**config.mk**
```make
export PLATFORM = sky130hd
export DESIGN_NAME = rst_seq_ctrl
export DESIGN_NICKNAME = d
export VERILOG_FILES = /design/src/rtl/rst_seq_ctrl.sv
export SDC_FILE = /design/constraint.sdc
export NUM_CORES = 1
export LEC_CHECK = 0
export BUFFER_PORTS_ARGS = -buffer_cell sky130_fd_sc_hd__clkbuf_2
export CAP_MARGIN = 20
export CORE_MARGIN = 10
export CORE_UTILIZATION = 40
export CTS_CLUSTER_DIAMETER = 60
export DETAILED_ROUTE_END_ITERATION = 8
export HOLD_SLACK_MARGIN = 0.02
export PLACE_DENSITY_LB_ADDON = 0.05
export RECOVER_POWER = 25
export SLEW_MARGIN = 20
export SYNTH_ARGS = -nofsm -noshare
export SYNTH_HDL_FRONTEND = slang
export SYNTH_SLANG_ARGS = --single-unit
```
**constraint.sdc**
```tcl
create_clock -name clk_i -period 2.3 [get_ports clk_i]
set_input_delay 0.115 -clock clk_i [delete_from_list [all_inputs] [get_ports clk_i]]
set_output_delay 0.115 -clock clk_i [all_outputs]
set_load 0.02 [all_outputs]
```
**src/rtl/rst_seq_ctrl.sv**
```systemverilog
// Board reset sequencer: holds NumRst active-low resets until PLL lock and the
// button settle, releases them in ascending order and records the last cause.
module rst_seq_ctrl #(
  parameter int NumRst         = 4,
  parameter int PorCycles      = 256,
  parameter int ReleaseGap     = 16,
  parameter int DebounceCycles = 1024,
  parameter bit PllLossRst     = 1'b1
) (
  input  logic              clk_i,
  input  logic              rst_ni,
  input  logic              pll_locked_i,
  input  logic              rst_btn_i,
  input  logic              sw_rst_req_i,
  output logic [NumRst-1:0] rst_no,
  output logic [2:0]        rst_cause_o,
  output logic              done_o
);

  // state     | meaning
  // WAIT_LOCK | all resets held, waiting for lock and a released button
  // POR_COUNT | lock stable, counting PorCycles before the first release
  // RELEASE   | releasing one reset every ReleaseGap cycles
  // RUN       | all resets released, watching for reset events
  typedef enum logic [1:0] {WAIT_LOCK, POR_COUNT, RELEASE, RUN} state_e;

  localparam int CntW = (PorCycles > 1) ? $clog2(PorCycles) : 1;
  localparam int GapW = (ReleaseGap > 1) ? $clog2(ReleaseGap) : 1;
  localparam int DbW  = (DebounceCycles > 1) ? $clog2(DebounceCycles) : 1;
  localparam int IdxW = (NumRst > 1) ? $clog2(NumRst) : 1;

  localparam logic [CntW-1:0] PorLast = CntW'(PorCycles - 1);
  localparam logic [GapW-1:0] GapLast = GapW'(ReleaseGap - 1);
  localparam logic [DbW-1:0]  DbLast  = DbW'(DebounceCycles - 1);
  localparam logic [IdxW-1:0] IdxLast = IdxW'(NumRst - 1);

  logic lock_m_q, lock_s_q, btn_m_q, btn_s_q;
  logic btn_db_q, btn_db_d;
  logic [DbW-1:0] db_cnt_q, db_cnt_d;

  state_e state_q, state_d;
  logic [CntW-1:0]   por_cnt_q, por_cnt_d;
  logic [GapW-1:0]   gap_cnt_q, gap_cnt_d;
  logic [IdxW-1:0]   idx_q, idx_d;
  logic [NumRst-1:0] rst_q, rst_d;
  logic              done_q, done_d;
  logic [2:0]        cause_q, cause_d;

  logic       btn_rise;
  logic       lock_loss;
  logic [2:0] rst_event;

  always_ff @(posedge clk_i or negedge rst_ni) begin
    if (!rst_ni) begin
      lock_m_q <= 1'b0;
      lock_s_q <= 1'b0;
      btn_m_q  <= 1'b0;
      btn_s_q  <= 1'b0;
    end else begin
      lock_m_q <= pll_locked_i;
      lock_s_q <= lock_m_q;
      btn_m_q  <= rst_btn_i;
      btn_s_q  <= btn_m_q;
    end
  end

  always_comb begin
    btn_db_d = btn_db_q;
    db_cnt_d = db_cnt_q;
    if (btn_s_q == btn_db_q) begin
      db_cnt_d = '0;
    end else if (db_cnt_q == DbLast) begin
      btn_db_d = ~btn_db_q;
      db_cnt_d = '0;
    end else begin
      db_cnt_d = db_cnt_q + DbW'(1);
    end
  end

  assign btn_rise  = btn_db_d & ~btn_db_q;
  // Lock is always high on entry to RELEASE, so low there means it just fell.
  assign lock_loss = PllLossRst & ~lock_s_q;
  assign rst_event = {sw_rst_req_i, btn_rise, lock_loss};

  always_comb begin
    state_d   = state_q;
    por_cnt_d = por_cnt_q;
    gap_cnt_d = gap_cnt_q;
    idx_d     = idx_q;
    rst_d     = rst_q;
    done_d    = done_q;
    cause_d   = cause_q;
    unique case (state_q)
      WAIT_LOCK: begin
        rst_d     = '0;
        done_d    = 1'b0;
        por_cnt_d = '0;
        if (lock_s_q && !btn_db_q) state_d = POR_COUNT;
      end
      POR_COUNT: begin
        if (!lock_s_q || btn_db_q) begin
          state_d   = WAIT_LOCK;
          por_cnt_d = '0;
        end else if (por_cnt_q == PorLast) begin
          rst_d[0]  = 1'b1;
          idx_d     = '0;
          gap_cnt_d = '0;
          if (NumRst == 1) begin
            done_d  = 1'b1;
            state_d = RUN;
          end else begin
            state_d = RELEASE;
          end
        end else begin
          por_cnt_d = por_cnt_q + CntW'(1);
        end
      end
      RELEASE, RUN: begin
        if (|rst_event) begin
          rst_d     = '0;
          done_d    = 1'b0;
          cause_d   = rst_event;
          por_cnt_d = '0;
          state_d   = WAIT_LOCK;
        end else if (state_q == RELEASE) begin
          if (gap_cnt_q == GapLast) begin
            gap_cnt_d    = '0;
            idx_d        = idx_q + IdxW'(1);
            rst_d[idx_d] = 1'b1;
            if (idx_d == IdxLast) begin
              done_d  = 1'b1;
              state_d = RUN;
            end
          end else begin
            gap_cnt_d = gap_cnt_q + GapW'(1);
          end
        end
      end
      default: state_d = WAIT_LOCK;
    endcase
  end

  always_ff @(posedge clk_i or negedge rst_ni) begin
    if (!rst_ni) begin
      btn_db_q  <= 1'b0;
      db_cnt_q  <= '0;
      state_q   <= WAIT_LOCK;
      por_cnt_q <= '0;
      gap_cnt_q <= '0;
      idx_q     <= '0;
      rst_q     <= '0;
      done_q    <= 1'b0;
      cause_q   <= 3'b001;
    end else begin
      btn_db_q  <= btn_db_d;
      db_cnt_q  <= db_cnt_d;
      state_q   <= state_d;
      por_cnt_q <= por_cnt_d;
      gap_cnt_q <= gap_cnt_d;
      idx_q     <= idx_d;
      rst_q     <= rst_d;
      done_q    <= done_d;
      cause_q   <= cause_d;
    end
  end

  assign rst_no      = rst_q;
  assign done_o      = done_q;
  assign rst_cause_o = cause_q;

endmodule
```
Word-level counts from Yosys, hierarchy flattened
Index checks and enable logic that the tools add are counted.
{ "op_classes": {"n_mux": 42, "order_cmp": 2, "n_eq_ne": 20, "n_addsub": 4, "bitwise_logic": 4, "n_reduce_logical": 18} }
{ "ops": {"columns": ["operator", "count"], "rows": [
  ["$mux 4", 8],
  ["$mux 2", 12],
  ["$mux 8", 3],
  ["$pmux 8 s3", 1],
  ["$mux 10", 2],
  ["$ne 3x3->1 const B", 5],
  ["$ne 2x2->1 const B", 7],
  ["$add 10x1->10 const B", 1],
  ["$eq 10x10->1 const B", 1],
  ["$reduce_and 5->1", 2],
  ["$mux 1", 9],
  ["$add 8x1->8 const B", 1],
  ["$eq 8x8->1 const B", 1],
  ["$pmux 4 s2", 1],
  ["$reduce_and 4->1", 2],
  ["$eq 2x2->1 const B", 3],
  ["$pmux 2 s3", 1],
  ["$pmux 3 s2", 1],
  ["$reduce_and 6->1", 1],
  ["$add 4x1->4 const B", 1],
  ["$eq 4x4->1 const B", 1],
  ["$or 4x4->4", 1],
  ["$pmux 2 s2", 1],
  ["$reduce_and 2->1", 2],
  ["other kinds (18)", 22]
]} }
{ "totals": {"elab_cells": 104, "in_bits": 5, "output_inout_bits": 8, "regBits": 39} }

Logic depth before layout (Yosys ltp)
Gate-level depths: netlist of run 1.
{ "depth": {"ltp_word": 10, "mapped_depth": 9, "mapped_depth_nobuf": 7} }

Worst setup path after synthesis of run 1
Ideal clock, no wire load.
{ "synth_timing": {"path_kind": "reg-to-reg", "start": "reg state_q[0]", "end": "reg por_cnt_q[6]", "stages_incl_launch_ff": 10, "path_buffers": 2, "required_time_ns": 2.173, "setup_time_ns": 0.127, "arrival_ns": 1.765, "period_less_slack_ns": 1.892, "slack_ns": 0.408, "path_cell_list": "dfrtp_1 -> inv_1 -> ha_1 -> or2_1 -> clkbuf_1 -> nand2b_1 -> or2_4 -> buf_6 -> a41oi_1 -> a21oi_1"} }
{ "synth_between": {"elab_chain_len": 4, "word_cells_on_any_way": 9, "classes_between": "5 x eq/ne; 1 x mux; 3 x reduce/logical"} }
{ "synth_lines": {"columns": ["element", "line_no", "rtl"], "rows": [
  ["start: declaration", "41", "state_e state_q, state_d;"],
  ["start signal: assignment", "157", "state_q <= state_d;"],
  ["$eq 2x2->1", "93", "unique case (state_q)"],
  ["$reduce_or 2->1", "93", null],
  ["$ne 2x2->1 (no source line)", null, null],
  ["$reduce_and 2->1 (no source line)", null, null],
  ["end signal: assignment", "158", "por_cnt_q <= por_cnt_d;"],
  ["end: declaration", "42", "logic [CntW-1:0] por_cnt_q, por_cnt_d;"]
]} }
Several ways; a longest one is shown, not always the timed one.
A chain may end at the register's enable or synchronous reset.

Final worst setup path of run 1
{ "layout_timing": {"start": "reg state_q[0]", "end": "reg por_cnt_q[0]"} }
The elaborated chain is that of the path after synthesis.

==> results of run 1 <==
[layer usage]
metal	vias to the layer above	part of all wire
li1	762	-
met1	725	0.46
met2	13	0.50
met3	5	0.026
met4	0	0.014
met5	-	0
[power by group through the flow]
stage	clock (mW)	combinational [mW]	sequential [mW]
2_1_floorplan	0	0.568	0.892
3_3_place_gp	0	0.774	0.866
3_5_place_dp	0	0.776	0.874
4_1_cts	0.502	0.785	0.860
5_1_grt	0.535	0.874	0.876
6_report	0.481	0.766	0.860
[state kept, by name, summed over array words and instances, names as in the netlist]
register,count
btn_db_q,1
btn_m_q,1
btn_s_q,1
db_cnt_q,10
done_o,1
gap_cnt_q,4
idx_q,2
lock_m_q,1
lock_s_q,1
por_cnt_q,8
rst_cause_o,3
rst_no,4
state_q,2
[final timing paths]
| kind | cells after the start | end | slack [ns] | from |
|---|---|---|---|---|
| min | 2 | rst_cause_o[2] | 0.07 | sw_rst_req_i |
| max reg2reg | 7 | por_cnt_q[0] | 0.26 | state_q[0] |
| min reg2reg | 0 | btn_s_q | 0.36 | btn_m_q |
| max in group asynchronous | 2 | done_o | 1.19 | rst_ni |
| min in group asynchronous | 2 | por_cnt_q[6] | 0.51 | rst_ni |
| max | 7 | por_cnt_q[0] | 0.26 | state_q[0] |
[placed cells by master, fill, tap and decap left out, drive strengths merged, types with 5 or more instances in the layout]
cell	count
a21oi	13
clkbuf	19
dfrtp	38
ha	12
inv	7
nand2	14
nand3	10
nor2	30
o21ai	12
xnor2	5
[cell families after synthesis]
| family | share of synthesized area |
|---|---|
| multiplexers | 0.0208 |
| adder cells (fa/ha/maj) | 0.0712 |
| XOR/XNOR | 0.0374 |
| flip-flops | 0.464 |
| AND/OR/NAND/NOR | 0.212 |
| AO/OA/AOI/OAI | 0.172 |
| buffers and inverters | 0.0237 |
[critical path, stage by stage (launching register included)]
cell,delay [ns]
dfrtp_1,0.42
inv_1,0.12
ha_1,0.26
or2_1,0.32
nand2b_1,0.21
or2_4,0.23
nand2_1,0.08
mux2_2,0.26
[final cells by class]
| class | instances | area (sq um) | share of cell area |
|---|---|---|---|
| Clock buffer | 7 | 86.3 | 0.0366 |
| Multi-Input combinational cell | 152 | 1090 | 0.461 |
| Clock inverter | 1 | 5.00 | 0.00212 |
| Inverter | 7 | 26.3 | 0.0112 |
| Tap cell | 70 | 87.6 | 0.0372 |
| Sequential cell | 39 | 977 | 0.415 |
| Timing Repair Buffer | 16 | 87.6 | 0.0372 |
[repair_timing]
item / in CTS / in global routing
gates resized for setup: 0 / 1
hold buffers: 3 / 0
setup endpoints to repair: 0 / 1
setup buffers: 0 / 0
endpoints found under the hold margin: 40 / 0
==> flow_metrics.env, run 1 <==
export IMPL_total_power_mw=2.11
export IMPL_dp_cells=281
export IMPL_wl_per_cell_um=14.1
export IMPL_yosysMostFrequentCell="dfrtp_1"
export IMPL_fin_util=0.461
export IMPL_drive_gt1_frac=0.158
export IMPL_path_class="flip-flop to flip-flop"
export IMPL_avgSynthCellArea_sq_um=10.4
export IMPL_yosysSeqAreaShare=0.464
export IMPL_via_count=1505
export IMPL_yosysUniqueCellTypes=55
export IMPL_internal_power_mw=1.33
export IMPL_clockRootBuffer="clkbuf_8"
export IMPL_tightest_slew_ns=0.976
export IMPL_clockBufferDepth=2
export IMPL_ys_ff_latch=39
export IMPL_cp_arrival_ns=2.21
export IMPL_globalRouteOverflowTotal=0
export IMPL_worst_slack_ns=0.265
export IMPL_io_buffers=12
export IMPL_cts_htree_levels=2
export IMPL_diodes=0
export IMPL_grtUsageTotal=0.107
export IMPL_cts_clk_slew_worst_paths_ns=0.08
export IMPL_synthArstFlopShare=1.00
export IMPL_yosys_warnings=0
export IMPL_rsz0062_at_grt="no"
export IMPL_nFillCells=485
export IMPL_coreArea_sq_um=5110
export IMPL_start_util=0.413
export IMPL_final_area_sq_um=2360
export IMPL_timing_setup_tns_ns=0
export IMPL_cellLeakagePower_nw=1.05
export IMPL_synth_edff_count=0
export IMPL_worstSetupEndpointType="flip-flop"
export IMPL_grtUsageMet2=0.178
export IMPL_max_vdd_ir_drop_mv=0.519
export IMPL_synth_top_area_frac=0.451
export IMPL_cts_tree="yes"
export IMPL_dieArea_sq_um=8570
export IMPL_instances_no_fill=292
export IMPL_slew_violations=0
export IMPL_outcome="complete, no violations"
export IMPL_ys_top_cells_by_count="dfrtp_1 (38), nor2_1 (29), nand2_1 (14)"
export IMPL_pre_cts_ws_ns=0.243
export IMPL_grt_busiest_layer="met2"
export IMPL_finalCritPeriodShare=0.885
export IMPL_place_congestion=0.784
export IMPL_min_delay_path_class="input port to flip-flop"
export IMPL_slew_headroom=0.349
export IMPL_cap_violations=0
export IMPL_synthFlopType="dfrtp_1"
export IMPL_syn_num_nets=219
export IMPL_pwr_share_comb=0.363
export IMPL_critPathMaxFanout=12
export IMPL_timing_fmax_mhz=491
export IMPL_hold_violations=0
export IMPL_ios=13
export IMPL_switching_power_mw=0.779
export IMPL_worst_clock_skew_ns=0.00536
export IMPL_syn_cell_area_sq_um=2110
export IMPL_grt_pass1_wl_um=7400
export IMPL_required_ns=2.48
export IMPL_p_sw_frac=0.370
export IMPL_finalWirelength_um=4130
export IMPL_cts_sinks=39
export IMPL_die_h_um=92.6
export IMPL_seq_power_share=0.408
export IMPL_gr_usage_met3=0.0339
export IMPL_p_clk_frac=0.228
export IMPL_die_x_um=92.6
export IMPL_dp_hpwl_um=3030
export IMPL_power_density_nw_per_um2=894
export IMPL_antenna_found_initial=0
export IMPL_yosysTopAreaCell="dfrtp_1"
export IMPL_drtPass1Iterations=4
export IMPL_globalRouteMet1Util=0.124
export IMPL_clock_latency_ns=0.29
export IMPL_start_kind="flip-flop"
export IMPL_synth_top_cells_by_area="dfrtp_1 (45%), ha_1 (7.1%), nor2_1 (5.2%)"
export IMPL_drtAntennaViolNets=0
export IMPL_grt_pass1_vias=1590
export IMPL_drtIter0Drc=31
export IMPL_hold_slack_ns=0.0687
export IMPL_postPlaceCellArea_sq_um=2240
export IMPL_grt_max_degree=40
export IMPL_drc=0
export IMPL_fin_nets=238
export IMPL_synthCells=202
export IMPL_syn_to_final_growth_pct=11.8
export IMPL_rows=26
export IMPL_period_needed_ns=2.04
export IMPL_viasPerCell=5.15
export IMPL_finalSetupViolations=0
export IMPL_cts_made_buffers=5
Note: power is estimated with default switching activity, not from simulation.
==> run 2, diff against run 1 <==
PLACE_DENSITY = 0.62   (was not set)
PLACE_DENSITY_LB_ADDON = not set   (was 0.05)
==> run 2 against run 1 <==
Net effect:
- flip-flop and latch count unchanged
- worst hold slack got worse by 0.0014 ns
- critical path type unchanged
- sequential share of layout area decreased by 0.37 points
==> flow_metrics.env, run 2 (synthesis results as in run 1) <==
export IMPL_dp_hpwl_um=2870
export IMPL_slew_violations=0
export IMPL_cellLeakagePower_nw=1.08
export IMPL_timing_setup_tns_ns=0
export IMPL_cts_sinks=39
export IMPL_internal_power_mw=1.31
export IMPL_finalCritPeriodShare=0.897
export IMPL_globalRouteMet1Util=0.118
export IMPL_required_ns=2.47
export IMPL_globalRouteOverflowTotal=0
export IMPL_coreArea_sq_um=5110
export IMPL_via_count=1505
export IMPL_cp_num_cells=7
export IMPL_fin_nets=239
export IMPL_drtPass1Iterations=4
export IMPL_diodes=0
export IMPL_postCtsSetupRepairBufs=0
export IMPL_finalWirelength_um=3960
export IMPL_postPlaceCellArea_sq_um=2240
export IMPL_die_x_um=92.6
export IMPL_min_path_cells=2
export IMPL_drtAntennaViolNets=0
export IMPL_ios=13
export IMPL_timing_fmax_mhz=484
export IMPL_worstSetupEndpointType="flip-flop"
export IMPL_cp_arrival_ns=2.24
export IMPL_rr_worst_depth=7
export IMPL_slew_headroom=0.217
export IMPL_cts_clk_slew_worst_paths_ns=0.08
export IMPL_seq_power_share=0.411
export IMPL_die_h_um=92.6
export IMPL_viasPerCell=5.14
export IMPL_grtUsageTotal=0.0952
export IMPL_worst_slack_ns=0.236
export IMPL_min_delay_path_class="input port to flip-flop"
export IMPL_grt_max_degree=40
export IMPL_grtUsageMet2=0.154
export IMPL_drive_gt1_frac=0.188
export IMPL_top_regs="db_cnt_q x10, por_cnt_q x8"
export IMPL_finalSetupViolations=0
export IMPL_grt_pass1_vias=1456
export IMPL_syn_to_final_growth_pct=12.8
export IMPL_clock_latency_ns=0.29
export IMPL_layout_common_cells="dfrtp_1 (38), nor2_1 (29), nand2_1 (14)"
export IMPL_place_congestion=0.834
export IMPL_grt_busiest_layer="met2"
export IMPL_cts_made_buffers=5
export IMPL_p_sw_frac=0.374
export IMPL_cts_hold_fix_buffers=2
export IMPL_io_buffers=12
export IMPL_rsz0062_at_grt="no"
export IMPL_start_util=0.413
export IMPL_power_density_nw_per_um2=882
export IMPL_r2r_slack_ns=0.24
export IMPL_worst_clock_skew_ns=0.0120
export IMPL_clockRootBuffer="clkbuf_8"
export IMPL_ctsResizeCount=0
export IMPL_largest_reg_flops=10
export IMPL_final_area_sq_um=2380
export IMPL_pwr_share_comb=0.376
export IMPL_gr_usage_met3=0.0307
export IMPL_fin_util=0.465
export IMPL_cp_startpoint="state_q[0]"
export IMPL_dieArea_sq_um=8570
export IMPL_outcome="complete, no violations"
export IMPL_r2r_start="state_q[0]"
export IMPL_hold_violations=0
export IMPL_final_common_cell="dfrtp_1"
export IMPL_worst_path_buf_inv=1
export IMPL_dp_cells=281
export IMPL_top_register="db_cnt_q"
export IMPL_cpPeakStageDelay_ns=0.45
export IMPL_period_needed_ns=2.06
export IMPL_drtIter0Drc=97
export IMPL_cts_htree_levels=2
export IMPL_pre_cts_ws_ns=0.254
export IMPL_cap_violations=0
export IMPL_switching_power_mw=0.784
export IMPL_drc=0
export IMPL_start_kind="flip-flop"
export IMPL_slowest_stage="dfrtp_1"
export IMPL_wl_per_cell_um=13.5
export IMPL_clockBufferDepth=2
export IMPL_instances_no_fill=293
export IMPL_cts_tree="yes"
export IMPL_hold_start="sw_rst_req_i"
export IMPL_critPathMaxFanout=10
export IMPL_antenna_found_initial=0
export IMPL_cp_top_family="simple AND/OR/NAND/NOR gates"
export IMPL_path_class="flip-flop to flip-flop"
export IMPL_max_vdd_ir_drop_mv=0.576
export IMPL_crit_chain="inv_1 -> ha_1 -> or2_1 -> nand2b_1 -> nor2_2 -> nor2_1 -> mux2_2"
export IMPL_p_clk_frac=0.212
export IMPL_grt_pass1_wl_um=6760
export IMPL_tightest_slew_ns=1.17
export IMPL_rows=26
## run 2: cell types whose count changed in the layout (fill, tap and decap cells not counted)
cell | before | now
clkbuf_8 | 6 | 5
buf_16 | 0 | 1
clkbuf_2 | 4 | 11
nor2_2 | 0 | 1
clkbuf_1 | 9 | 3
nor2_4 | 1 | 0
## run 2: routing by layer
layer,vias up,part of all wire
met1,724,0.49
li1,760,-
met4,0,0.0068
met5,-,0
met3,2,0.037
met2,19,0.47
## run 2: power by group through the flow
stage / sequential, mW / combinational [mW] / clock [mW]
finish: 0.862 / 0.789 / 0.445
global route: 0.871 / 0.879 / 0.496
CTS: 0.860 / 0.794 / 0.463
floorplan: 0.892 / 0.568 / 0
detailed placement: 0.872 / 0.784 / 0
global placement: 0.870 / 0.787 / 0
## run 2: final timing paths
| kind | end |
|---|---|
| setup / recovery | por_cnt_q[0] |
| hold / removal | rst_cause_o[2] |
| setup reg to reg | por_cnt_q[0] |
| hold reg to reg | btn_s_q |
| max in group asynchronous | rst_cause_o[0] |
| min in group asynchronous | rst_no[3] |
## run 2: cell type report
class                   count  area, sq um
fillers                   502         2730
clock buffers               7         76.3
well taps                  70         87.6
repair buffers             17          124
multi-input cells         152         1080
inverters                   7         26.3
flip-flops and latches     39          977
clock inverters             1         5.00
## run 2: stage by stage
| step | power (mW) | hold slack, ns |
|---|---|---|
| floorplan | 1.46 | -0.181 |
| global placement | 1.66 | 0.224 |
| detailed placement | 1.66 | 0.225 |
| CTS | 2.12 | 0.0226 |
| global route | 2.25 | 0.0765 |
| finish | 2.10 | 0.0673 |
==> run 3, diff against run 2 <==
PLACE_DENSITY = 0.66   (was 0.62)
==> run 3 against run 2 <==
Net effect:
- worst setup slack worse by 0.0032 ns
- power is 1.9% higher
- flip-flop and latch count stayed put
- clock power is 14% higher
- critical path depth stayed put
- combinational power is 2% lower
- worst hold slack better by 0.0070 ns
- count of clock-buffer cells in the layout is 1 higher
- critical path type unchanged
- critical endpoint unchanged
- largest power group unchanged
- highest routed layer unchanged
==> flow_metrics.env, run 3 (synthesis results as in run 1) <==
export IMPL_worstSetupEndpointType="flip-flop"
export IMPL_start_kind="flip-flop"
export IMPL_via_count=1491
export IMPL_worst_slack_ns=0.233
export IMPL_rsz0062_at_grt="no"
export IMPL_fin_nets=238
export IMPL_wl_per_cell_um=13.6
export IMPL_tightest_slew_ns=0.935
export IMPL_cp_arrival_ns=2.25
export IMPL_top_register="db_cnt_q"
export IMPL_final_area_sq_um=2360
export IMPL_worst_clock_skew_ns=0.00696
export IMPL_final_common_cell="dfrtp_1"
export IMPL_timing_fmax_mhz=484
export IMPL_instances_no_fill=292
export IMPL_syn_to_final_growth_pct=11.9
export IMPL_grt_pass1_wl_um=6910
export IMPL_min_delay_path_class="input port to flip-flop"
export IMPL_antenna_found_initial=0
export IMPL_clockBufferDepth=2
export IMPL_power_density_nw_per_um2=905
export IMPL_rr_worst_depth=7
export IMPL_io_buffers=12
export IMPL_cts_made_buffers=5
export IMPL_min_path_cells=2
export IMPL_finalWirelength_um=3970
export IMPL_die_h_um=92.6
export IMPL_cts_sinks=39
export IMPL_max_vdd_ir_drop_mv=0.566
export IMPL_place_congestion=0.823
export IMPL_dieArea_sq_um=8570
export IMPL_grtUsageTotal=0.0983
export IMPL_grt_max_degree=40
export IMPL_pre_cts_ws_ns=0.239
export IMPL_postPlaceCellArea_sq_um=2240
export IMPL_grt_pass1_vias=1492
export IMPL_drtIter0Drc=91
export IMPL_clock_latency_ns=0.29
export IMPL_period_needed_ns=2.07
export IMPL_rows=26
export IMPL_drive_gt1_frac=0.158
export IMPL_ios=13
export IMPL_internal_power_mw=1.36
export IMPL_hold_violations=0
export IMPL_globalRouteOverflowTotal=0
export IMPL_coreArea_sq_um=5110
export IMPL_path_class="flip-flop to flip-flop"
export IMPL_diodes=0
export IMPL_start_util=0.413
export IMPL_cap_violations=0
export IMPL_die_x_um=92.6
export IMPL_finalCritPeriodShare=0.899
export IMPL_switching_power_mw=0.776
export IMPL_cts_clk_slew_worst_paths_ns=0.08
export IMPL_largest_reg_flops=10
export IMPL_pwr_share_comb=0.362
export IMPL_layout_common_cells="dfrtp_1 (38), nor2_1 (29), nand2_1 (14)"
export IMPL_drtAntennaViolNets=0
export IMPL_dp_cells=281
export IMPL_outcome="complete, no violations"
export IMPL_top_regs="db_cnt_q x10, por_cnt_q x8"
export IMPL_viasPerCell=5.11
export IMPL_required_ns=2.48
export IMPL_drc=0
export IMPL_drtPass1Iterations=4
export IMPL_seq_power_share=0.401
export IMPL_slew_violations=0
export IMPL_critPathMaxFanout=10
export IMPL_slew_headroom=0.377
export IMPL_dp_hpwl_um=2930
export IMPL_cts_tree="yes"
export IMPL_fin_util=0.462
export IMPL_p_clk_frac=0.238
export IMPL_cellLeakagePower_nw=1.05
export IMPL_finalSetupViolations=0
export IMPL_cts_htree_levels=2
export IMPL_p_sw_frac=0.363
export IMPL_timing_setup_tns_ns=0
export IMPL_clockRootBuffer="clkbuf_8"
==> run 3: cell count changes in the layout (fill, tap and decap cells not counted), sizes merged <==
cell	delta
clkbuf	+1
buf	-1
clkinv	-1
==> run 3: worst paths after layout <==
check	start	to	slack, ns
max reg2reg	state_q[0]	por_cnt_q[0]	0.23
max in group asynchronous	rst_ni	rst_no[0]	1.22
max	state_q[0]	por_cnt_q[0]	0.23
min in group asynchronous	rst_ni	rst_cause_o[1]	0.49
min reg2reg	btn_m_q	btn_s_q	0.35
min	sw_rst_req_i	rst_cause_o[2]	0.07
==> run 3: power groups by stage <==
stage,combinational (mW),sequential (mW),clock (mW)
floorplan,0.568,0.892,0
global placement,0.778,0.866,0
finish,0.773,0.856,0.507
global route,0.876,0.868,0.554
CTS,0.790,0.856,0.518
detailed placement,0.779,0.869,0
==> run 3: what timing repair did <==
item / CTS / global route
hold buffers: 3 / 0
setup buffers: 0 / 0
endpoints found under the hold margin: 40 / 0
resized for setup: 0 / 0
==> run 3: worst max-delay path, stage by stage, from the launching register on <==
cell	delay (ns)
dfrtp_1	0.43
inv_1	0.14
ha_1	0.23
or2_1	0.26
nand2b_1	0.16
nor2_2	0.35
nor2_1	0.12
mux2_2	0.28
==> run 3: cell type report <==
cell class / instances / area, sq um
flip-flops and latches: 39 / 977
well taps: 70 / 87.6
inverters: 7 / 26.3
clock buffers: 8 / 100
fillers: 498 / 2750
multi-input cells: 152 / 1080
repair buffers: 16 / 87.6
==> run 3: layer usage <==
metal | global-route usage | vias to the layer above | wire [um]
met3 | 0.0315 | 7 | 158
li1 | - | 759 | -
met2 | 0.169 | 19 | 1960
met5 | 0 | - | 0
met1 | 0.110 | 706 | 1770
met4 | 0.0398 | 0 | 76
==> run 3: per-stage QoR <==
stage               hold WS, ns  total power, mW
floorplan                -0.181             1.46
global placement          0.224             1.64
detailed placement        0.225             1.65
CTS                      0.0716             2.16
global route             0.0759             2.30
finish                   0.0743             2.14
